File: src/rtl/raizing_vtimer_pkg.sv
// Shared definitions for the programmable video timing generator:
// register map, timing-bank layout and power-on timing.
package raizing_vtimer_pkg;

  localparam int FW = 9;

  localparam logic [2:0] REG_H_LAST   = 3'd0;
  localparam logic [2:0] REG_H_ACT    = 3'd1;
  localparam logic [2:0] REG_HS_START = 3'd2;
  localparam logic [2:0] REG_HS_END   = 3'd3;
  localparam logic [2:0] REG_V_LAST   = 3'd4;
  localparam logic [2:0] REG_V_ACT    = 3'd5;
  localparam logic [2:0] REG_VS_WIN   = 3'd6;
  localparam logic [2:0] REG_IRQ_LINE = 3'd7;

  typedef struct packed {
    logic [FW-1:0] h_last;
    logic [FW-1:0] h_act;
    logic [FW-1:0] hs_start;
    logic [FW-1:0] hs_end;
    logic [FW-1:0] v_last;
    logic [FW-1:0] v_act;
    logic [FW-1:0] vs_start;
    logic [FW-1:0] vs_end;
    logic [FW-1:0] irq_line;
  } timing_bank_t;

  localparam timing_bank_t DEFAULT_BANK = '{
    h_last:   9'd431, h_act:  9'd320, hs_start: 9'd360, hs_end: 9'd379,
    v_last:   9'd262, v_act:  9'd240, vs_start: 9'd244, vs_end: 9'd249,
    irq_line: 9'd240
  };

endpackage

File: src/rtl/raizing_vtimer_axis.sv
// One timing axis: next position, visible flag, sync window and wrap.
// Wrap depends only on the current count, never on the window inputs.
module raizing_vtimer_axis #(
  parameter int W = 9
) (
  input  logic [W-1:0] cnt,
  input  logic         adv,
  input  logic [W-1:0] last,
  input  logic [W-1:0] act_end,
  input  logic [W-1:0] sync_start,
  input  logic [W-1:0] sync_end,
  output logic [W-1:0] pos,
  output logic         vis,
  output logic         sync,
  output logic         wrap
);

  logic at_last;

  // >= keeps the counter bounded even if it were ever above last.
  assign at_last = (cnt >= last);
  assign wrap    = adv && at_last;
  assign pos     = !adv ? cnt : (at_last ? '0 : cnt + W'(1));
  assign vis     = (pos < act_end);
  assign sync    = (pos >= sync_start) && (pos <= sync_end);

endmodule

File: src/rtl/raizing_vtimer_prog.sv
// Runtime-programmable video timing generator. The CPU writes a pending bank
// that becomes active at the frame boundary; all outputs are registered.
module raizing_vtimer_prog
  import raizing_vtimer_pkg::*;
#(
  parameter int HW         = 9,
  parameter int VW         = 9,
  parameter int H_LAST_D   = int'(DEFAULT_BANK.h_last),
  parameter int H_ACT_D    = int'(DEFAULT_BANK.h_act),
  parameter int HS_START_D = int'(DEFAULT_BANK.hs_start),
  parameter int HS_END_D   = int'(DEFAULT_BANK.hs_end),
  parameter int V_LAST_D   = int'(DEFAULT_BANK.v_last),
  parameter int V_ACT_D    = int'(DEFAULT_BANK.v_act),
  parameter int VS_START_D = int'(DEFAULT_BANK.vs_start),
  parameter int VS_END_D   = int'(DEFAULT_BANK.vs_end),
  parameter int IRQ_LINE_D = int'(DEFAULT_BANK.irq_line)
) (
  input  logic          clk,
  input  logic          reset_n,
  input  logic          pxl_cen,
  input  logic          cfg_we,
  input  logic [2:0]    cfg_addr,
  input  logic [17:0]   cfg_data,
  output logic [HW-1:0] hpos,
  output logic [VW-1:0] vpos,
  output logic [VW-1:0] vrender,
  output logic          lhbl,
  output logic          lvbl,
  output logic          hsync,
  output logic          vsync,
  output logic          display_on,
  output logic          frame_start,
  output logic          vint,
  output logic          line_irq,
  output logic [HW-1:0] hs_start_o,
  output logic [HW-1:0] hs_end_o,
  output logic [VW-1:0] vs_start_o,
  output logic [VW-1:0] vs_end_o
);

  localparam timing_bank_t RST_BANK = '{
    h_last:   FW'(H_LAST_D),   h_act:  FW'(H_ACT_D),
    hs_start: FW'(HS_START_D), hs_end: FW'(HS_END_D),
    v_last:   FW'(V_LAST_D),   v_act:  FW'(V_ACT_D),
    vs_start: FW'(VS_START_D), vs_end: FW'(VS_END_D),
    irq_line: FW'(IRQ_LINE_D)
  };

  timing_bank_t pend_q, pend_d, act_q, act_d;
  logic [HW-1:0] hpos_q, hpos_d;
  logic [VW-1:0] vpos_q, vpos_d, vrender_q, vrender_d;
  logic lhbl_q, lhbl_d, lvbl_q, lvbl_d, hsync_q, hsync_d, vsync_q, vsync_d;
  logic display_on_q, display_on_d, frame_start_q, frame_start_d;
  logic vint_q, vint_d, line_irq_q, line_irq_d;
  logic h_vis, h_sync, h_wrap, v_vis, v_sync, v_wrap;

  // NOTE: every always_comb output gets a default first so no latch is inferred.
  always_comb begin
    pend_d = pend_q;
    if (cfg_we) begin
      case (cfg_addr)
        REG_H_LAST:   pend_d.h_last   = FW'(cfg_data[HW-1:0]);
        REG_H_ACT:    pend_d.h_act    = FW'(cfg_data[HW-1:0]);
        REG_HS_START: pend_d.hs_start = FW'(cfg_data[HW-1:0]);
        REG_HS_END:   pend_d.hs_end   = FW'(cfg_data[HW-1:0]);
        REG_V_LAST:   pend_d.v_last   = FW'(cfg_data[VW-1:0]);
        REG_V_ACT:    pend_d.v_act    = FW'(cfg_data[VW-1:0]);
        REG_VS_WIN: begin
          pend_d.vs_start = FW'(cfg_data[VW-1:0]);
          pend_d.vs_end   = FW'(cfg_data[FW +: VW]);
        end
        REG_IRQ_LINE: pend_d.irq_line = FW'(cfg_data[VW-1:0]);
        default:      pend_d = pend_q;
      endcase
    end
  end

  // A vertical wrap is the last pixel of the frame: commit, including any
  // write landing in this same clk.
  always_comb begin
    act_d = v_wrap ? pend_d : act_q;
  end

  raizing_vtimer_axis #(.W(HW)) u_h_axis (
    .cnt        (hpos_q),
    .adv        (pxl_cen),
    .last       (act_q.h_last[HW-1:0]),
    .act_end    (act_d.h_act[HW-1:0]),
    .sync_start (act_d.hs_start[HW-1:0]),
    .sync_end   (act_d.hs_end[HW-1:0]),
    .pos        (hpos_d),
    .vis        (h_vis),
    .sync       (h_sync),
    .wrap       (h_wrap)
  );

  raizing_vtimer_axis #(.W(VW)) u_v_axis (
    .cnt        (vpos_q),
    .adv        (h_wrap),
    .last       (act_q.v_last[VW-1:0]),
    .act_end    (act_d.v_act[VW-1:0]),
    .sync_start (act_d.vs_start[VW-1:0]),
    .sync_end   (act_d.vs_end[VW-1:0]),
    .pos        (vpos_d),
    .vis        (v_vis),
    .sync       (v_sync),
    .wrap       (v_wrap)
  );

  // Decode against the new count and the bank that governs it.
  always_comb begin
    lhbl_d        = h_vis;
    lvbl_d        = v_vis;
    hsync_d       = h_sync;
    vsync_d       = v_sync;
    display_on_d  = h_vis & v_vis;
    vrender_d     = (vpos_d == act_d.v_last[VW-1:0]) ? '0 : vpos_d + VW'(1);
    frame_start_d = pxl_cen && (hpos_d == '0) && (vpos_d == '0);
    vint_d        = pxl_cen && (hpos_d == '0) && (vpos_d == act_d.v_act[VW-1:0]);
    line_irq_d    = pxl_cen && (hpos_d == act_d.h_act[HW-1:0])
                            && (vpos_d == act_d.irq_line[VW-1:0]);
  end

  // NOTE: sequential state uses non-blocking assignments only.
  always_ff @(posedge clk or negedge reset_n) begin
    if (!reset_n) begin
      pend_q        <= RST_BANK;
      act_q         <= RST_BANK;
      hpos_q        <= '0;
      vpos_q        <= '0;
      vrender_q     <= VW'(1);
      lhbl_q        <= 1'b1;
      lvbl_q        <= 1'b1;
      hsync_q       <= 1'b0;
      vsync_q       <= 1'b0;
      display_on_q  <= 1'b1;
      frame_start_q <= 1'b0;
      vint_q        <= 1'b0;
      line_irq_q    <= 1'b0;
    end else begin
      pend_q        <= pend_d;
      act_q         <= act_d;
      hpos_q        <= hpos_d;
      vpos_q        <= vpos_d;
      vrender_q     <= vrender_d;
      lhbl_q        <= lhbl_d;
      lvbl_q        <= lvbl_d;
      hsync_q       <= hsync_d;
      vsync_q       <= vsync_d;
      display_on_q  <= display_on_d;
      frame_start_q <= frame_start_d;
      vint_q        <= vint_d;
      line_irq_q    <= line_irq_d;
    end
  end

  assign hpos        = hpos_q;
  assign vpos        = vpos_q;
  assign vrender     = vrender_q;
  assign lhbl        = lhbl_q;
  assign lvbl        = lvbl_q;
  assign hsync       = hsync_q;
  assign vsync       = vsync_q;
  assign display_on  = display_on_q;
  assign frame_start = frame_start_q;
  assign vint        = vint_q;
  assign line_irq    = line_irq_q;
  assign hs_start_o  = act_q.hs_start[HW-1:0];
  assign hs_end_o    = act_q.hs_end[HW-1:0];
  assign vs_start_o  = act_q.vs_start[VW-1:0];
  assign vs_end_o    = act_q.vs_end[VW-1:0];

endmodule

File: config.mk
export PLATFORM = sky130hd
export DESIGN_NAME = raizing_vtimer_prog
export DESIGN_NICKNAME = d
export VERILOG_FILES = /design/src/rtl/raizing_vtimer_pkg.sv /design/src/rtl/raizing_vtimer_axis.sv /design/src/rtl/raizing_vtimer_prog.sv
export SDC_FILE = /design/constraint.sdc
export NUM_CORES = 1
export LEC_CHECK = 0
export ABC_AREA = 1
export CORE_AREA = 10 10 174 176
export DETAILED_ROUTE_END_ITERATION = 10
export DIE_AREA = 0 0 184 186
export DONT_BUFFER_PORTS = 1
export PLACE_DENSITY = 0.65
export SYNTH_ARGS = -nofsm -noshare
export SYNTH_HDL_FRONTEND = slang
export SYNTH_SLANG_ARGS = --single-unit
File: constraint.sdc
create_clock -name clk -period 5.47 [get_ports clk]
set_clock_uncertainty 0.15 [all_clocks]
set_input_delay 0.547 -clock clk [delete_from_list [all_inputs] [get_ports clk]]
set_output_delay 0.547 -clock clk [all_outputs]
set_load 0.1 [all_outputs]
Yosys cells after proc, flatten, opt, wreduce, memory -nomap -nowiden --
Index checks and enable logic that the tools add are counted.
Cells by class: equal/unequal tests 11, divide/modulo/power cells 0, bitwise gates (word level) 1, $lt $le $gt $ge 8, muxes and demuxes 15, $add $sub $neg 3, reduce and logical (&&, ||, !) cells 12, shifts and indexed selects 0, multipliers 0
Operator list (count):
- $mux 9 | 12
- $mux 81 | 1
- $mux 72 | 1
- $eq 9x9->1 | 4
- $ge 9x9->1 | 4
- $add 9x1->9 const B | 3
- $le 9x9->1 | 2
- $logic_not 9->1 | 2
- $lt 9x9->1 | 2
- $mux 18 | 1
- $eq 3x3->1 const B | 4
- $logic_and 1x1->1 | 9
- $eq 3x2->1 const B | 2
- $eq 3x1->1 const B | 1
- $logic_not 3->1 | 1
- $and 1x1->1 | 1
Storage, ports and cells: output and inout port bits 71, latch bits 0, memories 0, bits of input ports 25, word-level logic and storage cells 79, RAM bits 0, bits in registers 197, memory bits (read-only) 0

Logic depth before layout (Yosys ltp) --
word-level depth 7, mapped depth 26, mapped depth without buffers 25

By module --
From an unflattened synthesis, not the netlist that was laid out.
Second synthesis, totals: cell total of the unflattened synthesis 1338, area total of the unflattened synthesis 10824.1 um^2
By module, submodules not included:
- raizing_vtimer_prog | seq. area each 5039.8 um^2, area an instance 8509.4 um^2, cells each 966, times used 1
- raizing_vtimer_axis (u_v_axis) | seq. area each 0.0 um^2, area an instance 1162.4 um^2, cells each 185, times used 1
- raizing_vtimer_axis (u_h_axis) | seq. area each 0.0 um^2, area an instance 1152.4 um^2, cells each 187, times used 1

Least setup slack after synthesis --
No wires, ideal clock.
path kind register -> register, from register vpos_q[0] (netlist: vpos[0]), to register hsync_q (netlist: hsync), path slack 1.467 ns, arrival 3.791 ns, path buffers 3, period minus slack after synthesis 4.003 ns, data required time 5.257 ns, cell stages (with the launch flop) 24, setup time 0.063 ns, cell sequence dfrtp_1 -> inv_1 -> ha_1 -> inv_1 -> nor2_1 -> nand3_1 -> nand4_2 -> nand3_2 -> buf_4 -> buf_2 -> clkbuf_1 -> o21ai_0 -> ha_1 -> nand2_1 -> nor2_1 -> a211oi_1 -> o21ai_0 -> nand3_1 -> nand2_1 -> a21oi_1 -> nor2_1 -> o21ai_0 -> nand2_1 -> inv_1
Between the ends: longest elaborated chain between the ends 5, elaborated cells on any way between the ends 6, classes of those cells order compare: 3; mux: 1; reduce/logical: 2
RTL lines:
- start, declared | RTL line raizing_vtimer_prog.sv:51 | logic [VW-1:0] vpos_q, vpos_d, vrender_q, vrender_d;
- start signal, assigned | RTL line raizing_vtimer_prog.sv:144 | vpos_q <= vpos_d;
- $ge 9x9->1 (*) | RTL line raizing_vtimer_axis.sv:21 | assign at_last = (cnt >= last);
- $logic_and 1x1->1 (*) | RTL line raizing_vtimer_axis.sv:22 | assign wrap = adv && at_last;
- $mux 72 (*) | RTL line raizing_vtimer_prog.sv:81 | act_d = v_wrap ? pend_d : act_q;
- $ge 9x9->1 or $le 9x9->1 (tied branches) | RTL line raizing_vtimer_axis.sv:25 | assign sync = (pos >= sync_start) && (pos <= sync_end);
- $logic_and 1x1->1 (*) | RTL line raizing_vtimer_axis.sv:25
- net h_sync | RTL line raizing_vtimer_prog.sv:55 | logic h_vis, h_sync, h_wrap, v_vis, v_sync, v_wrap;
- end signal, assigned | RTL line raizing_vtimer_prog.sv:148 | hsync_q <= hsync_d;
- end, declared | RTL line raizing_vtimer_prog.sv:52 | logic lhbl_q, lhbl_d, lvbl_q, lvbl_d, hsync_q, hsync_d, vsync_q, vsync_d;
The timed path passes the listed nets; every way through them passes the cells marked *. A chain may end at the register's enable or synchronous reset.

Worst setup path after layout --
from register vpos_q[0] (netlist: vpos[0]), to register line_irq_q (netlist: line_irq)
Between the ends: longest elaborated chain between the ends 6, elaborated cells on any way between the ends 10, classes of those cells add/sub: 1; order compare: 1; eq/ne: 2; mux: 3; reduce/logical: 3
RTL lines:
- $ge 9x9->1 | RTL line raizing_vtimer_axis.sv:21
- $logic_and 1x1->1 | RTL line raizing_vtimer_axis.sv:22
- $mux 72 | RTL line raizing_vtimer_prog.sv:81
- $eq 9x9->1 | RTL line raizing_vtimer_prog.sv:120 | line_irq_d = pxl_cen && (hpos_d == act_d.h_act[HW-1:0])
- $logic_and 1x1->1 | RTL line raizing_vtimer_prog.sv:120
- $logic_and 1x1->1 (*) | RTL line raizing_vtimer_prog.sv:121 | && (vpos_d == act_d.irq_line[VW-1:0]);
- net line_irq_d | RTL line raizing_vtimer_prog.sv:54 | logic vint_q, vint_d, line_irq_q, line_irq_d;
- end signal, assigned | RTL line raizing_vtimer_prog.sv:153 | line_irq_q <= line_irq_d;
- end, declared | RTL line raizing_vtimer_prog.sv:54
Marks and branches as above.

==> reports/metrics.cfg <==
[final_layout]
diodes=0
layout_common_cells=nand2_1, inv_1, o21ai_0, dfrtp_1, dfstp_2
drive_gt1_frac=0.216
synthToLayoutAreaGrowth_pct=7.88
final_common_cell=nand2_1
nets=1293
fin_area_mm2=0.0114
postLayoutCoreUtil=0.428

[placed_design]
port_buffers=0
dp_hpwl_mm=19.4
dpl_cell_area_mm2=0.0108
globalplace.congestion=0.883
post-place-ws_ns=1.17

[floorplan]
dieWidth_um=184
ios=96
rows=60
coreArea_mm2=0.0267
dieArea_mm2=0.0342
start_util=0.397
dieHeight_um=186

[clock_network]
hold_buffers=1
clkSinkCount=197
cts_buffers=17
cts_tree=done
clk_latency_ns=0.45
clock-root-buffer=clkbuf_16
cts-htree-levels=4
cts.clk_slew.worst_paths_ns=0.07
clk_path_buf_depth=2
postCtsSetupBuffers=0
cts-resized-gates=0

[synthesis]
syn_inst=1212
synth_xor_area_frac=0.00908
synth_seq_area_share=0.475
synth_fp_nets=1313
synth_area_leader_cell=dfrtp_1
synth_compound_area_frac=0.0967
ys_top_cells_by_area=dfrtp_1, dfstp_2, nand2_1
yosys-mux-area-fraction=0.00849
ys_warn_count=0
syn_avg_cell_area_um2=8.75
yosys.area_share.simple=0.219
syn-cell-area_mm2=0.0106
ys_ff_latch=197
async_flop_share=1.00
synth_cell_types=48
synth_ff_type=dfrtp_1
synthAdderAreaFrac=0.0897
synth_top_area_frac=0.257
synth_edf_count=0
synth_top_family_by_area=simple AND/OR/NAND/NOR gates

[global_routing]
grt_busiest_layer=met2
grt_antenna_before_repair=1
grt_pass1_vias=7384
grt_start_max_net_pins=198
grtUsageTotal=0.162
grt_pass1_wl_mm=42.7
overflow=0
use_met1=0.210
grtUsageMet3=0.0478
grt_use_met2=0.255

[timing]
period_needed_ns=4.32
slew-limit-headroom=0.349
setup_violations=0
final-max-slew-violation-count=0
fmax_mhz=231
tightest_slew_ns=0.977
setup_slack_ns=1.15
final.period_utilization=0.790
rsz0062_at_grt=no
setup_tns_ns=0
final-hold-violation-count=0

[worst_setup_path]
worstPathArrival_ns=4.52
crit_path_max_fanout=23
critPathRequiredTime_ns=5.67
endpoint_kind=register
setup.worst_path.class=register to register
critPathLaunchType=register

[run_status]
status=finished, final reports clean

[routing]
routedWlPerCell_um=17.7
drt_wl_total_mm=27.3
dr.pass1.iters=7
drt_iter0_drc=622
antenna_left=0
vias=7714
vias_per_cell=4.99
drc_errors=0

[run]
cap_violations=0

[power_and_ir_drop]
ir_worst_vdd_uv=179
power.density_mw_per_mm2=344
power.leakage_nw=6.09

[min_path]
hold_class=input port to async pin

routing by layer:
layer	vias up	routed length, um	share of wire
met1	3712	12100	0.44
met4	2	497	0.018
met2	187	12700	0.47
met5	-	13	0.00048
met3	35	2020	0.074
li1	3778	-	-
critical path, stage by stage, from the launching register on:
cell	delay [ns]
dfrtp_1	0.32
buf_4	0.31
inv_1	0.15
ha_1	0.30
inv_1	0.05
nor2_1	0.10
nand3_1	0.12
nand4_2	0.16
nand3_2	0.49
buf_4	0.42
o21ai_0	0.32
ha_1	0.19
nand2_1	0.06
nor4_1	0.44
nand2_1	0.11
nor2_1	0.20
nand4_1	0.14
nor2_1	0.17
worst paths after layout:
check | from | to | slack (ns) | cells past startpoint
max | vpos[0] | line_irq | 1.15 | 17
min | reset_n | pend_q[11] | 0.006 | 1
max reg2reg | vpos[0] | line_irq | 1.15 | 17
min reg2reg | act_q[72] | act_q[72] | 0.33 | 2
max in group asynchronous | reset_n | act_q[1] | 4.45 | 1
min in group clk | cfg_data[16] | pend_q[16] | 0.11 | 1
where the power goes:
group          internal (mW)  switching (mW)  leakage (nW)
registers               1.65          0.0874          2.23
logic                  0.241           0.616          3.56
clock network          0.707           0.642         0.306
total                   2.60            1.34          6.09
registers in the layout, summed over array words and instances, names as in the netlist:
name	cells
line_irq	1
lhbl	1
vrender	9
vint	1
pend_q	81
act_q	45
display_on	1
hs_start_o	9
lvbl	1
hs_end_o	9
hpos	9
hsync	1
vpos	9
vs_start_o	9
vs_end_o	9
vsync	1
frame_start	1
synth_stat cells, types with 8 or more instances:
| cell type | n |
|---|---|
| nand4_1 | 12 |
| buf_2 | 8 |
| nand3_2 | 8 |
| o21ai_1 | 9 |
| or2_2 | 49 |
| nor3_1 | 9 |
| nor2_2 | 15 |
| nand2_1 | 278 |
| mux2_2 | 8 |
| nand3_1 | 33 |
| buf_4 | 39 |
| dfstp_2 | 88 |
| o21ai_0 | 140 |
| nand2_2 | 12 |
| dfrtp_1 | 109 |
| nor2_1 | 54 |
| ha_1 | 76 |
| xor2_1 | 9 |
| inv_1 | 163 |
| clkbuf_1 | 15 |
| a21oi_1 | 28 |
cell families after synthesis:
logic type	count (synthesis)
AO/OA/AOI/OAI	194
XOR/XNOR	11
adder cells (fa/ha/maj)	76
buffers and inverters	234
flip-flops	197
multiplexers	8
AND/OR/NAND/NOR	492
metrics by stage:
stage / power, mW / std cells / hold WS [ns]
after floorplan: 2.38 / 1212 / 0.101
after global placement: 2.56 / 1513 / 0.118
after detailed placement: 2.59 / 1513 / 0.119
after CTS: 3.97 / 1546 / 0.0923
after global routing: 4.15 / 1546 / 0.0969
final: 3.94 / 1546 / 0.00614
area by class of cell:
type | instances | area [um2]
clock inverter | 15 | 204
sequential | 197 | 5040
inverter | 168 | 638
tap | 341 | 427
clock buffer | 17 | 425
fill | 2591 | 15300
timing repair buffer | 27 | 223
multi-input combinational | 781 | 4480
Power figures use the tool's default switching activity.
